===== src/rtl/vram_frame_writer.sv =====
// vram_frame_writer: packs 2-bit pixels into VRAM bytes and writes them to a rectangular framebuffer window
module vram_frame_writer #(
  parameter int ROW_BYTES = 48,
  parameter int ROWS = 170,
  parameter int ADDR_W = 13
) (
  input  logic              clk,
  input  logic              reset_n,
  input  logic              ce,
  input  logic              start,
  input  logic [5:0]        x_start,
  input  logic [7:0]        y_start,
  input  logic [7:0]        width_px,
  input  logic [7:0]        height,
  input  logic              pix_valid,
  input  logic [1:0]        pix_data,
  output logic              pix_ready,
  output logic [ADDR_W-1:0] vram_addr,
  output logic [7:0]        vram_wdata,
  output logic              vram_we,
  output logic              busy,
  output logic              done
);
  typedef enum logic [1:0] {IDLE, ACCUM, WRITE, DONE} state_t;
  localparam logic [5:0] LAST_COL = 6'(ROW_BYTES - 1);
  localparam logic [7:0] LAST_ROW = 8'(ROWS - 1);
  localparam logic [ADDR_W-1:0] RB = ADDR_W'(ROW_BYTES);
  state_t state, state_n;
  logic [7:0] row, rowpix, rowcnt, w, h, sh, sh_n;
  logic [5:0] col, x0;
  logic [1:0] slot;
  logic xfer, last, eor;
  always_comb begin
    pix_ready = ce && state == ACCUM;
    vram_we = ce && state == WRITE;
    done = ce && state == DONE;
    busy = state != IDLE;
    xfer = pix_ready && pix_valid;
    sh_n = sh | (8'(pix_data) << {slot, 1'b0});
    last = slot == 2'd3 || rowpix + 8'd1 == w;
    eor = rowpix == w;
    state_n = state;
    if (ce)
      case (state)
        IDLE:  state_n = !start ? IDLE : (width_px == 8'd0 || height == 8'd0) ? DONE : ACCUM;
        ACCUM: state_n = (xfer && last) ? WRITE : ACCUM;
        WRITE: state_n = (eor && rowcnt + 8'd1 == h) ? DONE : ACCUM;
        default: state_n = IDLE;
      endcase
  end
  always_ff @(posedge clk or negedge reset_n)
    if (!reset_n) begin
      state <= IDLE;
      row <= '0;
      col <= '0;
      slot <= '0;
      rowpix <= '0;
      rowcnt <= '0;
      sh <= '0;
      x0 <= '0;
      w <= '0;
      h <= '0;
      vram_addr <= '0;
      vram_wdata <= '0;
    end else if (ce) begin
      state <= state_n;
      if (state == IDLE && start) begin
        x0 <= x_start;
        w <= width_px;
        h <= height;
        row <= y_start;
        col <= x_start;
        slot <= '0;
        rowpix <= '0;
        rowcnt <= '0;
        sh <= '0;
      end
      if (xfer) begin
        sh <= sh_n;
        slot <= slot + 2'd1;
        rowpix <= rowpix + 8'd1;
        // address and data are captured with the completing pixel so they are valid throughout WRITE
        if (last) begin
          vram_addr <= ADDR_W'(row) * RB + ADDR_W'(col);
          vram_wdata <= sh_n;
        end
      end
      if (state == WRITE) begin
        sh <= '0;
        slot <= '0;
        col <= col == LAST_COL ? 6'd0 : col + 6'd1;
        if (eor) begin
          row <= row == LAST_ROW ? 8'd0 : row + 8'd1;
          col <= x0;
          rowpix <= '0;
          rowcnt <= rowcnt + 8'd1;
        end
      end
    end
endmodule


===== config.mk =====
export PLATFORM = sky130hd
export DESIGN_NAME = vram_frame_writer
export DESIGN_NICKNAME = d
export VERILOG_FILES = /design/src/rtl/vram_frame_writer.sv
export SDC_FILE = /design/constraint.sdc
export NUM_CORES = 1
export LEC_CHECK = 0
export BUFFER_PORTS_ARGS = -buffer_cell sky130_fd_sc_hd__buf_4
export CAP_MARGIN = 20
export CORE_MARGIN = 8
export CORE_UTILIZATION = 35
export DETAILED_ROUTE_END_ITERATION = 12
export PLACE_DENSITY = 0.52
export SYNTH_ARGS = -nofsm -noshare
export SYNTH_HDL_FRONTEND = slang
export SYNTH_SLANG_ARGS = --single-unit

===== constraint.sdc =====
create_clock -name clk -period 5.6 [get_ports clk]
set_input_delay 0.56 -clock clk [delete_from_list [all_inputs] [get_ports clk]]
set_output_delay 0.56 -clock clk [all_outputs]
set_load 0.005 [all_outputs]

Yosys cells after proc, flatten, opt, wreduce, memory -nomap -nowiden --
Cells that the tools add are included.
Storage, ports and cells: register bits after elaboration 85, latch bits 0, memory bits (writable) 0, bits in read-only memories 0, output and inout bits 25, word-level logic and storage cells 75, memories kept 0
Operators by class: add/sub/neg operators 6, $mul 1, div/mod/pow operators 0, order comparisons 0, eq/ne operators 9, shift-type cells 1, multiplexer cells 26, bitwise logic cells 1, reduce and logical (&&, ||, !) cells 19
Operator list (number):
- 2-to-1 mux 8 bit | 14
- adder 8 x 1 -> 8 bit, second input constant | 3
- equality test 8 bit | 3
- 2-to-1 mux 6 bit | 4
- zero test 8 bit | 2
- 2-to-1 mux 2 bit | 7
- adder 13 x 6 -> 13 bit | 1
- multiplier 8 x 2 -> 9 bit, second input constant | 1
- equality test 8 bit, second input constant | 1
- bitwise OR 8 bit | 1
- << shifter 2 x 3 -> 8 bit | 1
- logical AND 1 bit | 7
- adder 6 x 1 -> 6 bit, second input constant | 1
- equality test 2 bit, second input constant | 3
- equality test 6 bit, second input constant | 1
- one-hot mux 2 bit (3 select lines) | 1
- AND reduction 2 bit | 3
- nonzero test 2 bit | 2
- AND reduction 3 bit | 1
- nonzero test 3 bit | 1
- adder 2 x 1 -> 2 bit, second input constant | 1
- equality test 2 x 1 -> 1 bit, second input constant | 1
- zero test 2 bit | 1
- logical OR 1 bit | 2

Longest topological paths before layout --
word-level depth 6, depth in mapped cells 10, gate-level depth less buffers 10

Worst setup path before layout --
No wires, ideal clock.
path type flip-flop to flip-flop, start register row[0], end register vram_addr[12], arrival time 2.628 ns, path slack 2.847 ns, stages on the path, launching flop included 10, cells stage by stage dfrtp_1 ha_1 inv_1 fa_1 or3b_1 and2_1 xnor2_1 nor4_1 xnor3_1 mux2_4
On the way: longest elaborated chain between the ends 2
RTL lines:
- start: declaration | RTL line 29 | logic [7:0] row, rowpix, rowcnt, w, h, sh, sh_n;
- start signal: assignment | RTL line 71 | row <= y_start;
- start signal: assignment | RTL line 93 | row <= row == LAST_ROW ? 8'd0 : row + 8'd1;
- multiplier 8 x 2 -> 9 bit | RTL line 84 | vram_addr <= ADDR_W'(row) * RB + ADDR_W'(col);
- adder 13 x 6 -> 13 bit | RTL line 84
- end signal: assignment | RTL line 84
- end: declaration | RTL line 18 | output logic [ADDR_W-1:0] vram_addr,
No other way between the ends. A chain may end at the register's enable or synchronous reset.

Worst setup path in the final report --
Same ends and word-level chain as after synthesis.

==> results_dict.tcl <==
set metrics [dict create \
    required_ns 5.82 \
    met1_usage_pct 18.9 \
    numCtsBuffers 9 \
    rsz0062_at_grt "no" \
    p_leak_nw 2.77 \
    synth_top_cell_by_area "dfrtp_1" \
    viasPerCell 5.25 \
    layout-drive-gt1-share_pct 18.0 \
    critPathTopFamily "simple AND/OR/NAND/NOR gates" \
    ys_seq_elements 85 \
    die_height_um 135 \
    drv_slew 0 \
    cp_max_fo 7 \
    synth_area_um2 4940 \
    hold_violations 0 \
    grt.total_usage_pct 14.7 \
    grt_overflow 0 \
    ys_seq_area_share_pct 43.0 \
    period_share_pct 53.7 \
    placed_cells 759 \
    die_area_um2 18200 \
    end_kind "flip-flop" \
    areaGrowthSynthToFinish_pct 19.2 \
    n_antenna_cell 0 \
    grt_pass1_wl_um 21400 \
    grt_max_degree 56 \
    status "finished, final reports clean" \
    ctsHoldBuffers 0 \
    insertion_delay_ns 0.34 \
    slowest_delay_ns 0.46 \
    hpwl_um 9510 \
    synth_area_per_cell_um2 9.32 \
    met3_usage_pct 3.45 \
    synth_edf_count 0 \
    crit_buf_inv 1 \
    dr_total_vias 4066 \
    cp_slowest_cell "dfrtp_1" \
    nets 647 \
    ant_nets 0 \
    hp-class "input port to async pin" \
    post_cts_buffers 0 \
    tns_ns 0 \
    hold_ws_ns 0.154 \
    period_needed_ns 3.01 \
    instances_no_fill 774 \
    slew_headroom_pct 29.6 \
    drc 0 \
    synth.net_count 586 \
    cts-root-buf "clkbuf_16" \
    path_clk_slew_ns 0.06 \
    grt_util_met2_pct 23.6 \
    antenna_found_initial 0 \
    start_kind "flip-flop" \
    worst_clock_skew_ns 0.0105 \
    synth_top_area_share_pct 43.0 \
    max_freq_ghz 0.333 \
    irDropWorstVdd_v 0.000155 \
    gp_congestion 0.847 \
    cp.arrival_ns 3.23 \
    total_power_mw 3.01 \
    power.density_nw_per_um2 510 \
    synth_area_leaders "dfrtp_1 43%, nand2_1 7.9%, ha_1 4.3%" \
    tightest_slew_ns 1.05 \
    synthFlopType "dfrtp_1" \
    routed_wl_um 12700 \
    gr-max-usage-layer "met2" \
    port_buffers 61 \
    rows 43 \
    grt_pass1_vias 4149 \
    synth_async_sr_flop_share_pct 100 \
    syn_inst 530 \
    first_pass_iters 5 \
    crit_type "flip-flop to flip-flop" \
    drtIter0Drc 208 \
    cts_max_level 3 \
    cts_tree "yes" \
    core-area_um2 13800 \
    path_cells "ha_1 > inv_1 > fa_1 > or3b_1 > and2_1 > xnor2_1 > nor4_1 > xnor3_1 > mux2_4" \
    ys_warn_count 0 \
    wire_per_inst_um 16.5 \
    finalSetupViolCount 0 \
    max_cap_viol_count 0 \
    ys_types 67 \
    cts_sinks 85 \
    cts_max_path_buffers 2 \
    die_w_um 135 \
    reg2reg_slack_ns 2.59 \
    cts_resized 0 \
    start_util_pct 35.7 \
    ios 62 \
]
==> stage by stage <==
| step | util [%] | setup WS (ns) | instance area (µm²) |
|---|---|---|---|
| 3_5_place_dp | 40.4 | 2.44 | 5580 |
| 2_1_floorplan | - | 2.85 | 4940 |
| 5_1_grt | 42.6 | 2.41 | 5890 |
| 3_3_place_gp | 40.4 | 2.55 | 5580 |
| 4_1_cts | 42.6 | 2.60 | 5890 |
| 6_report | 42.6 | 2.59 | 5890 |
==> sequential cells by signal, indices dropped and copies added, names as in the netlist <==
| register | count |
|---|---|
| x0 | 6 |
| rowpix | 8 |
| row | 8 |
| vram_wdata | 8 |
| w | 8 |
| slot | 2 |
| state | 2 |
| sh | 8 |
| vram_addr | 13 |
| col | 6 |
| h | 8 |
| rowcnt | 8 |
==> routing by layer <==
| metal | up-vias | part of all wire (%) |
|---|---|---|
| met5 | - | 0 |
| met1 | 1988 | 47 |
| met2 | 75 | 47 |
| met3 | 13 | 4.2 |
| li1 | 1990 | - |
| met4 | 0 | 1.3 |
==> cells by family after synthesis <==
logic type | after synthesis | synth area share [%]
AO/OA/AOI/OAI | 107 | 14.2
XOR/XNOR | 35 | 7.06
adder cells (fa/ha/maj) | 19 | 5.11
buffers and inverters | 43 | 3.62
flip-flops | 85 | 43.0
multiplexers | 23 | 5.87
AND/OR/NAND/NOR | 218 | 21.1
==> power by group <==
group / switching (mW) / internal (mW) / leakage, nW / total, mW
Clock: 0.234 / 0.384 / 0.147 / 0.618
Sequential: 0.220 / 0.831 / 1.08 / 1.05
Combinational: 0.679 / 0.658 / 1.55 / 1.34
Total: 1.13 / 1.87 / 2.77 / 3.01
==> final cells by class <==
class | instances | area, µm²
Tap cell | 180 | 225
Clock buffer | 9 | 225
Sequential cell | 85 | 2130
Multi-Input combinational cell | 402 | 2640
Fill cell | 1393 | 7940
Inverter | 26 | 97.6
Clock inverter | 5 | 77.6
Timing Repair Buffer | 67 | 500
==> path summary, 6_finish.rpt <==
kind	end	startpoint	depth (start not counted)
worst max-delay path	vram_addr[12]	row[0]	9
worst min-delay path	rowcnt[7]	reset_n	1
worst max register to register	vram_addr[12]	row[0]	9
worst min register to register	x0[1]	x0[1]	2
max in group asynchronous	sh[7]	reset_n	2
min in group clk	w[3]	width_px[3]	3
==> synthesized netlist by cell type, types with 4 or more instances <==
cell / instances
nor2_1: 28
clkbuf_1: 13
xnor2_1: 19
o21a_1: 4
o21ai_1: 11
mux2i_1: 8
dfrtp_1: 85
mux2_4: 11
a31oi_1: 9
nor3_1: 9
and3_1: 5
nand2_1: 104
nor2b_1: 4
nor3b_1: 5
o21ai_0: 25
or3b_1: 4
ha_1: 17
xor2_1: 13
nand3_1: 25
inv_1: 25
nand2b_1: 5
nand4_1: 6
a21oi_1: 23
nor4_1: 5
==> cell usage in the layout, fill, tap and decap left out, types with 6 or more instances in the layout <==
cell type  synthesis  routed
o21ai_1           11      12
ha_1              17      17
clkbuf_16          0       9
mux2i_1            8       8
o21ai_0           25      24
dfrtp_1           85      85
xor2_1            13      13
xnor2_1           19      19
inv_1             25      25
nand4_1            6       6
buf_4              0      66
nor2_1            28      27
mux2_4            11      11
a21oi_1           23      23
nand2_1          104     104
a31oi_1            9       9
nand3_1           25      25
nor3_1             9       9
No activity file was read; power rests on OpenSTA's default activity.
